===== config.mk =====
export PLATFORM = sky130hd
export DESIGN_NAME = spi_arb
export DESIGN_NICKNAME = d
export VERILOG_FILES = /design/src/rtl/spi_arb_pkg.sv /design/src/rtl/spi_arb_req_buf.sv /design/src/rtl/spi_arb.sv
export SDC_FILE = /design/constraint.sdc
export NUM_CORES = 1
export LEC_CHECK = 0
export CELL_PAD_IN_SITES_DETAIL_PLACEMENT = 0
export CELL_PAD_IN_SITES_GLOBAL_PLACEMENT = 1
export CORE_ASPECT_RATIO = 1.75
export CORE_MARGIN = 2
export CORE_UTILIZATION = 30
export CTS_CLUSTER_DIAMETER = 80
export DETAILED_ROUTE_END_ITERATION = 10
export PLACE_DENSITY_LB_ADDON = 0.1
export SETUP_SLACK_MARGIN = 0.15
export SYNTH_ARGS = -nofsm -noshare
export SYNTH_HDL_FRONTEND = slang
export SYNTH_SLANG_ARGS = --single-unit

===== constraint.sdc =====
create_clock -name clk -period 12.4 [get_ports clk]
set_clock_uncertainty 0.05 [all_clocks]
set_input_delay 1.86 -clock clk [delete_from_list [all_inputs] [get_ports clk]]
set_output_delay 1.86 -clock clk [all_outputs]
set_load 0.005 [all_outputs]

===== src/rtl/spi_arb_pkg.sv =====
// Shared types and defaults for the SPI master arbiter.
package spi_arb_pkg;

    localparam int DATA_W_DEF  = 16;
    localparam int TMO_CYC_DEF = 4096;

    // Requester identifiers; also the encoding of owner / last_grant.
    localparam logic REQ_INRT = 1'b0;
    localparam logic REQ_A2D  = 1'b1;

    typedef logic [0:0] state_t;
    localparam state_t IDLE = 1'b0;
    localparam state_t BUSY = 1'b1;

endpackage


===== src/rtl/spi_arb_req_buf.sv =====
// One-deep command buffer for a single requester. The strobe and command are
// registered on entry, then held as a pending request until the arbiter
// grants it. A new strobe overwrites an ungranted command and wins over a
// same-cycle clear, so a request arriving on the grant edge is not lost.
import spi_arb_pkg::*;

module spi_arb_req_buf #(
    parameter int DATA_W = DATA_W_DEF
) (
    input  logic              clk,
    input  logic              rst,
    input  logic              wrt,
    input  logic [DATA_W-1:0] cmd,
    input  logic              clr,
    output logic              pend,
    output logic [DATA_W-1:0] cmdq
);

    logic              wrt_q;
    logic [DATA_W-1:0] cmd_q;

    // Input sampling stage for the requester strobe and command.
    always_ff @(posedge clk or posedge rst) begin
        if (rst) begin
            wrt_q <= 1'b0;
            cmd_q <= '0;
        end else begin
            wrt_q <= wrt;
            cmd_q <= wrt ? cmd : cmd_q;
        end
    end

    // Pending flag and held command; capture takes priority over clear.
    always_ff @(posedge clk or posedge rst) begin
        if (rst) begin
            pend <= 1'b0;
            cmdq <= '0;
        end else if (wrt_q) begin
            pend <= 1'b1;
            cmdq <= cmd_q;
        end else if (clr) begin
            pend <= 1'b0;
        end
    end

endmodule


===== src/rtl/spi_arb.sv =====
// Round-robin arbiter sharing one SPI master between the inertial interface
// (requester 0) and the A2D monitor (requester 1). Completion, read data and
// timeout status are routed back only to the requester that owns the transfer.
//
//   state | meaning
//   IDLE  | no transfer outstanding; grants a pending request if any
//   BUSY  | wrt_m issued, waiting for done_m or the timeout
import spi_arb_pkg::*;

module spi_arb #(
    parameter int DATA_W  = DATA_W_DEF,
    parameter int TMO_CYC = TMO_CYC_DEF
) (
    input  logic              clk,
    input  logic              rst,
    input  logic              wrt0,
    input  logic [DATA_W-1:0] cmd0,
    output logic              done0,
    output logic [DATA_W-1:0] rd0,
    output logic              err0,
    input  logic              wrt1,
    input  logic [DATA_W-1:0] cmd1,
    output logic              done1,
    output logic [DATA_W-1:0] rd1,
    output logic              err1,
    output logic              wrt_m,
    output logic [DATA_W-1:0] cmd_m,
    input  logic              done_m,
    input  logic [DATA_W-1:0] rd_m,
    output logic              busy
);

    localparam int TMR_W = (TMO_CYC > 1) ? $clog2(TMO_CYC) : 1;
    localparam logic [TMR_W-1:0] TMR_LAST = TMR_W'(TMO_CYC - 1);

    state_t            state;
    logic              owner;
    logic              last_grant;
    logic [TMR_W-1:0]  timer;
    logic              pend0;
    logic              pend1;
    logic [DATA_W-1:0] cmdq0;
    logic [DATA_W-1:0] cmdq1;
    logic              clr0;
    logic              clr1;
    logic              gnt_vld;
    logic              gnt_id;
    logic              done_q;
    logic [DATA_W-1:0] rd_q;
    logic              fin;

    spi_arb_req_buf #(.DATA_W(DATA_W)) u_buf0 (
        .clk  (clk),
        .rst  (rst),
        .wrt  (wrt0),
        .cmd  (cmd0),
        .clr  (clr0),
        .pend (pend0),
        .cmdq (cmdq0)
    );

    spi_arb_req_buf #(.DATA_W(DATA_W)) u_buf1 (
        .clk  (clk),
        .rst  (rst),
        .wrt  (wrt1),
        .cmd  (cmd1),
        .clr  (clr1),
        .pend (pend1),
        .cmdq (cmdq1)
    );

    // Grant selection: a lone request wins outright, a tie goes to the
    // requester that was not served last.
    always_comb begin
        gnt_vld = (state == IDLE) && (pend0 || pend1);
        gnt_id  = (pend0 && pend1) ? ~last_grant : pend1;
        clr0    = gnt_vld && (gnt_id == REQ_INRT);
        clr1    = gnt_vld && (gnt_id == REQ_A2D);
        fin     = (state == BUSY) && (done_q || (timer == TMR_LAST));
    end

    // Sampling stage for the SPI master completion and read data.
    always_ff @(posedge clk or posedge rst) begin
        if (rst) begin
            done_q <= 1'b0;
            rd_q   <= '0;
        end else begin
            done_q <= done_m;
            rd_q   <= rd_m;
        end
    end

    // Transfer state machine, timeout timer and routed requester outputs.
    always_ff @(posedge clk or posedge rst) begin
        if (rst) begin
            state      <= IDLE;
            owner      <= REQ_INRT;
            last_grant <= REQ_A2D;
            timer      <= '0;
            wrt_m      <= 1'b0;
            cmd_m      <= '0;
            busy       <= 1'b0;
            done0      <= 1'b0;
            done1      <= 1'b0;
            err0       <= 1'b0;
            err1       <= 1'b0;
            rd0        <= '0;
            rd1        <= '0;
        end else begin
            wrt_m <= 1'b0;
            done0 <= 1'b0;
            done1 <= 1'b0;
            case (state)
                IDLE: begin
                    if (gnt_vld) begin
                        wrt_m <= 1'b1;
                        cmd_m <= (gnt_id == REQ_A2D) ? cmdq1 : cmdq0;
                        owner <= gnt_id;
                        busy  <= 1'b1;
                        timer <= '0;
                        state <= BUSY;
                    end
                end
                BUSY: begin
                    if (fin) begin
                        // A completion arriving on the timeout cycle still counts as good.
                        if (owner == REQ_A2D) begin
                            done1 <= 1'b1;
                            err1  <= ~done_q;
                            if (done_q) rd1 <= rd_q;
                        end else begin
                            done0 <= 1'b1;
                            err0  <= ~done_q;
                            if (done_q) rd0 <= rd_q;
                        end
                        last_grant <= owner;
                        busy       <= 1'b0;
                        state      <= IDLE;
                    end else begin
                        timer <= timer + TMR_W'(1);
                    end
                end
                default: state <= IDLE;
            endcase
        end
    end

endmodule


==> impl_summary.txt <==
----------------------------------------------------
[Outcome]
  Run status ... completed

[Die]
  Number of placement rows ... 67
  Floorplan die width ... 109 um
  Effective utilization at floorplan ... 30.4%
  Placeable Area ... 19000 um2
  Area of the die ... 20400 um2
  Total I/O pin count ... 107
  Die Ht ... 188 um

[Synthesis]
  Warning count from the yosys run ... 0
  Number of enable flip-flop cells after synthesis ... 0
  Synth Area in Simple Gates ... 4.50%
  Sequential-to-total area share from yosys stat ... 66.7%
  Total standard cell area after synthesis ... 5780 um2
  Adder-Cell Fraction of Synth Area ... 0.216%
  Top flip-flop cell by instance count after synthesis ... dfrtp_1
  Fraction of synthesis flops using an asynchronous set or reset pin ... 100%
  Multiplexer fraction of the synthesized cell area ... 18.9%
  Share of the synthesized area in compound gates (AO/OA/AOI/OAI) ... 6.82%
  Syn nets ... 436
  Main combinational cell family by area after synthesis ... multiplexers
  Post-Synthesis Mean Instance Area ... 15.1 um2
  Seq cells post-synth ... 154
  Post-Synth XOR/XNOR Area ... 0.303%
  Number of unique standard cell types used by synthesis ... 40
  Syn Inst Count ... 382

[Timing]
  Time the worst path needs with I/O delays and setup ... 3.32 ns
  Worst slew margin relative to its limit ... 32.3%
  Worst-margin pin slew ... 1.01 ns
  Fin. Hold Viols ... 0
  Final setup violation count ... 0
  Unrepaired setup endpoints after global routing ... false
  Max-slew violation count ... 0
  Setup TNS ... 0 ns
  Final Cycle Share ... 26.8%
  Highest Clock Rate ... 301 MHz
  Worst setup slack after layout ... 9.08 ns

[Placement]
  Routability cong. ... 0.706
  I/O Buffers ... 106
  Total placed cells including tap cells ... 716
  Detail Placement HPWL ... 8.51 mm
  Dpl ws ... 8.54 ns

[Power and ir drop]
  Leakage dissipation ... 0.00336 uW
  Clock Power Share ... 31.2%
  Internal power contribution ... 1240 uW
  Post-route total power ... 1710 uW
  Switch Pwr ... 475 uW
  Portion of total power attributed to sequential cells ... 41.7%
  Combinational fraction of design power ... 27.1%
  Worst IR Drop VDD ... 0.0871 mV
  Sw frac ... 27.7%
  Areal power density over the cells ... 222 nW/um2

[Clock network]
  CTS H-Tree Depth ... 4
  Clk slew on worst S/H paths ... 0.06 ns
  Clk_lat worst skew ... 0.41 ns
  Number of gates resized after CTS ... 0
  Number of buffers created by CTS ... 17
  Buffer depth of the longest clock path ... 2
  Clock tree from TritonCTS ... built
  Clock root buffer master ... clkbuf_16
  Buffers inserted by post-CTS timing repair ... 0
  Clock Sinks ... 154
  Number of hold buffers added after CTS ... 0

[Critical path]
  Setup slack of the most critical reg-to-reg path ... 10.18 ns
  Element type at the critical path start ... primary input
  Depth of the worst register-to-register path ... 2
  Biggest fanout along the worst timing path ... 104
  Kind of critical path ... in -> async
  Kind of end point of the critical path ... asynchronous set/reset pin
  Worst flop-to-flop path startpoint ... state
  Data required time of the worst path ... 12.83 ns
  Arrival time worst endpoint ... 3.75 ns
  FF-to-FF End ... rd1[3]

[Finish]
  Number of standard cells in the layout, taps in and fillers out ... 747
  Most common cell after layout, fill and taps aside ... dfrtp_1
  Diodes inserted ... 0
  Total number of nets in the final design ... 548
  Layout area overhead ... 33.7%
  Fill count ... 1800
  Most frequent cells in the layout ... dfrtp_1, clkdlybuf4s50_1, mux2_2
  Layout cells sized above 1 ... 28.3%

[Min path]
  Min-delay src ... busy
  Worst hold stages ... 1
  Worst hold-check path type ... reg -> reg
  Capture endpoint of the worst hold path ... busy

[Global routing]
  Number of global-route vias before repair ... 3743
  Routing layer with the top usage in global route ... met2
  Fraction of met2 tracks used by global routing ... 22.6%
  First-pass GRT wire length ... 20.6 mm
  Pin count of the biggest net entering global routing ... 105
  Number of antenna violations at the first check in global routing ... 0
  Aggregate global routing overflow ... 0
  Overall global routing resource usage ... 13.4%
  Met3 Resource Use GR ... 3.16%
  GRT met1 Usage ... 15.9%

[Routing]
  Vias ... 3553
  Mean routed wirelength per cell ... 17.2 um
  Initial DRC count ... 141
  Post-route antenna net violation count ... 0
  DR vias/cell ... 4.76
  Detailed-router iteration count before antenna repair ... 5
  Drt total wl ... 12.8 mm
  Post-route DRC ... 0

[Run]
  Count of maximum capacitance violations ... 0

----------------------------------------------------
==> how the worst max path moves through the flow <==
stage,end,cells past startpoint,startpoint,slack (ns)
6_report,u_buf0.pend,3,rst,9.08
3_3_place_gp,cmd_m[9],3,rst,8.59
5_1_grt,u_buf0.cmd_q[9],3,rst,8.79
4_1_cts,rd1[2],3,rst,8.99
3_5_place_dp,u_buf0.pend,3,rst,8.54
2_1_floorplan,busy,1,rst,6.34
==> through the flow <==
stage / cell area [um2] / hold slack, ns / utilization, %
6_report: 7730 / 0.422 / 40.6
3_3_place_gp: 7120 / 0.414 / 37.4
3_5_place_dp: 7120 / 0.416 / 37.4
4_1_cts: 7730 / 0.430 / 40.6
2_1_floorplan: 5780 / 0.402 / -
5_1_grt: 7730 / 0.459 / 40.6
==> power groups by stage <==
stage / clock network, uW / registers, uW / logic (uW)
after floorplan: 0 / 706 / 221
after global placement: 0 / 725 / 467
after detailed placement: 0 / 727 / 475
after CTS: 554 / 718 / 476
after global routing: 578 / 732 / 511
final: 536 / 715 / 464
==> worst max-delay path, cell delays in order <==
cell             delay (ns)
clkdlybuf4s50_1        0.46
inv_6                  0.67
buf_4                  0.67
==> cell usage after synthesis (2+ instances only) <==
| master | n | area share, % |
|---|---|---|
| a211o_1 | 3 | 0.45 |
| a21o_1 | 5 | 0.65 |
| a21oi_1 | 3 | 0.26 |
| a222oi_1 | 16 | 2.8 |
| a31oi_1 | 2 | 0.22 |
| and3_1 | 2 | 0.22 |
| buf_1 | 2 | 0.13 |
| buf_2 | 5 | 0.43 |
| clkbuf_1 | 9 | 0.58 |
| dfrtp_1 | 153 | 66 |
| inv_1 | 22 | 1.4 |
| mux2_2 | 97 | 19 |
| nand2_1 | 8 | 0.52 |
| nand3_1 | 9 | 0.78 |
| nand4_1 | 2 | 0.22 |
| nor2_1 | 4 | 0.26 |
| nor3_1 | 5 | 0.43 |
| nor3b_1 | 3 | 0.39 |
| o21ai_0 | 9 | 0.78 |
| or3_1 | 2 | 0.22 |
| xnor2_1 | 2 | 0.30 |
==> cells by family after synthesis <==
logic type | after synthesis
AND/OR/NAND/NOR | 45
adder cells (fa/ha/maj) | 1
XOR/XNOR | 2
multiplexers | 97
flip-flops | 154
AO/OA/AOI/OAI | 45
buffers and inverters | 38
==> area by class of cell <==
class / count / area [um2] / share of cell area [%]
multi-input combinational: 190 / 1790 / 23.2
tap: 241 / 302 / 3.90
sequential: 154 / 3850 / 49.9
clock inverter: 14 / 185 / 2.40
timing repair buffer: 109 / 1080 / 14.0
clock buffer: 17 / 425 / 5.51
inverter: 22 / 87.6 / 1.13
==> per-layer routing <==
| layer | share of wire (%) | up-vias |
|---|---|---|
| met1 | 41 | 1824 |
| li1 | - | 1614 |
| met5 | 0 | - |
| met4 | 1.8 | 0 |
| met3 | 4.6 | 13 |
| met2 | 52 | 102 |
==> registers in the layout, indices dropped and copies added, names as in the netlist, 12 cells and up <==
name,count
u_buf0.cmd_q,16
u_buf0.cmdq,16
cmd_m,16
timer,12
rd1,16
rd_q,16
rd0,16
u_buf1.cmd_q,16
u_buf1.cmdq,16
(Power assumes the default switching activity.)
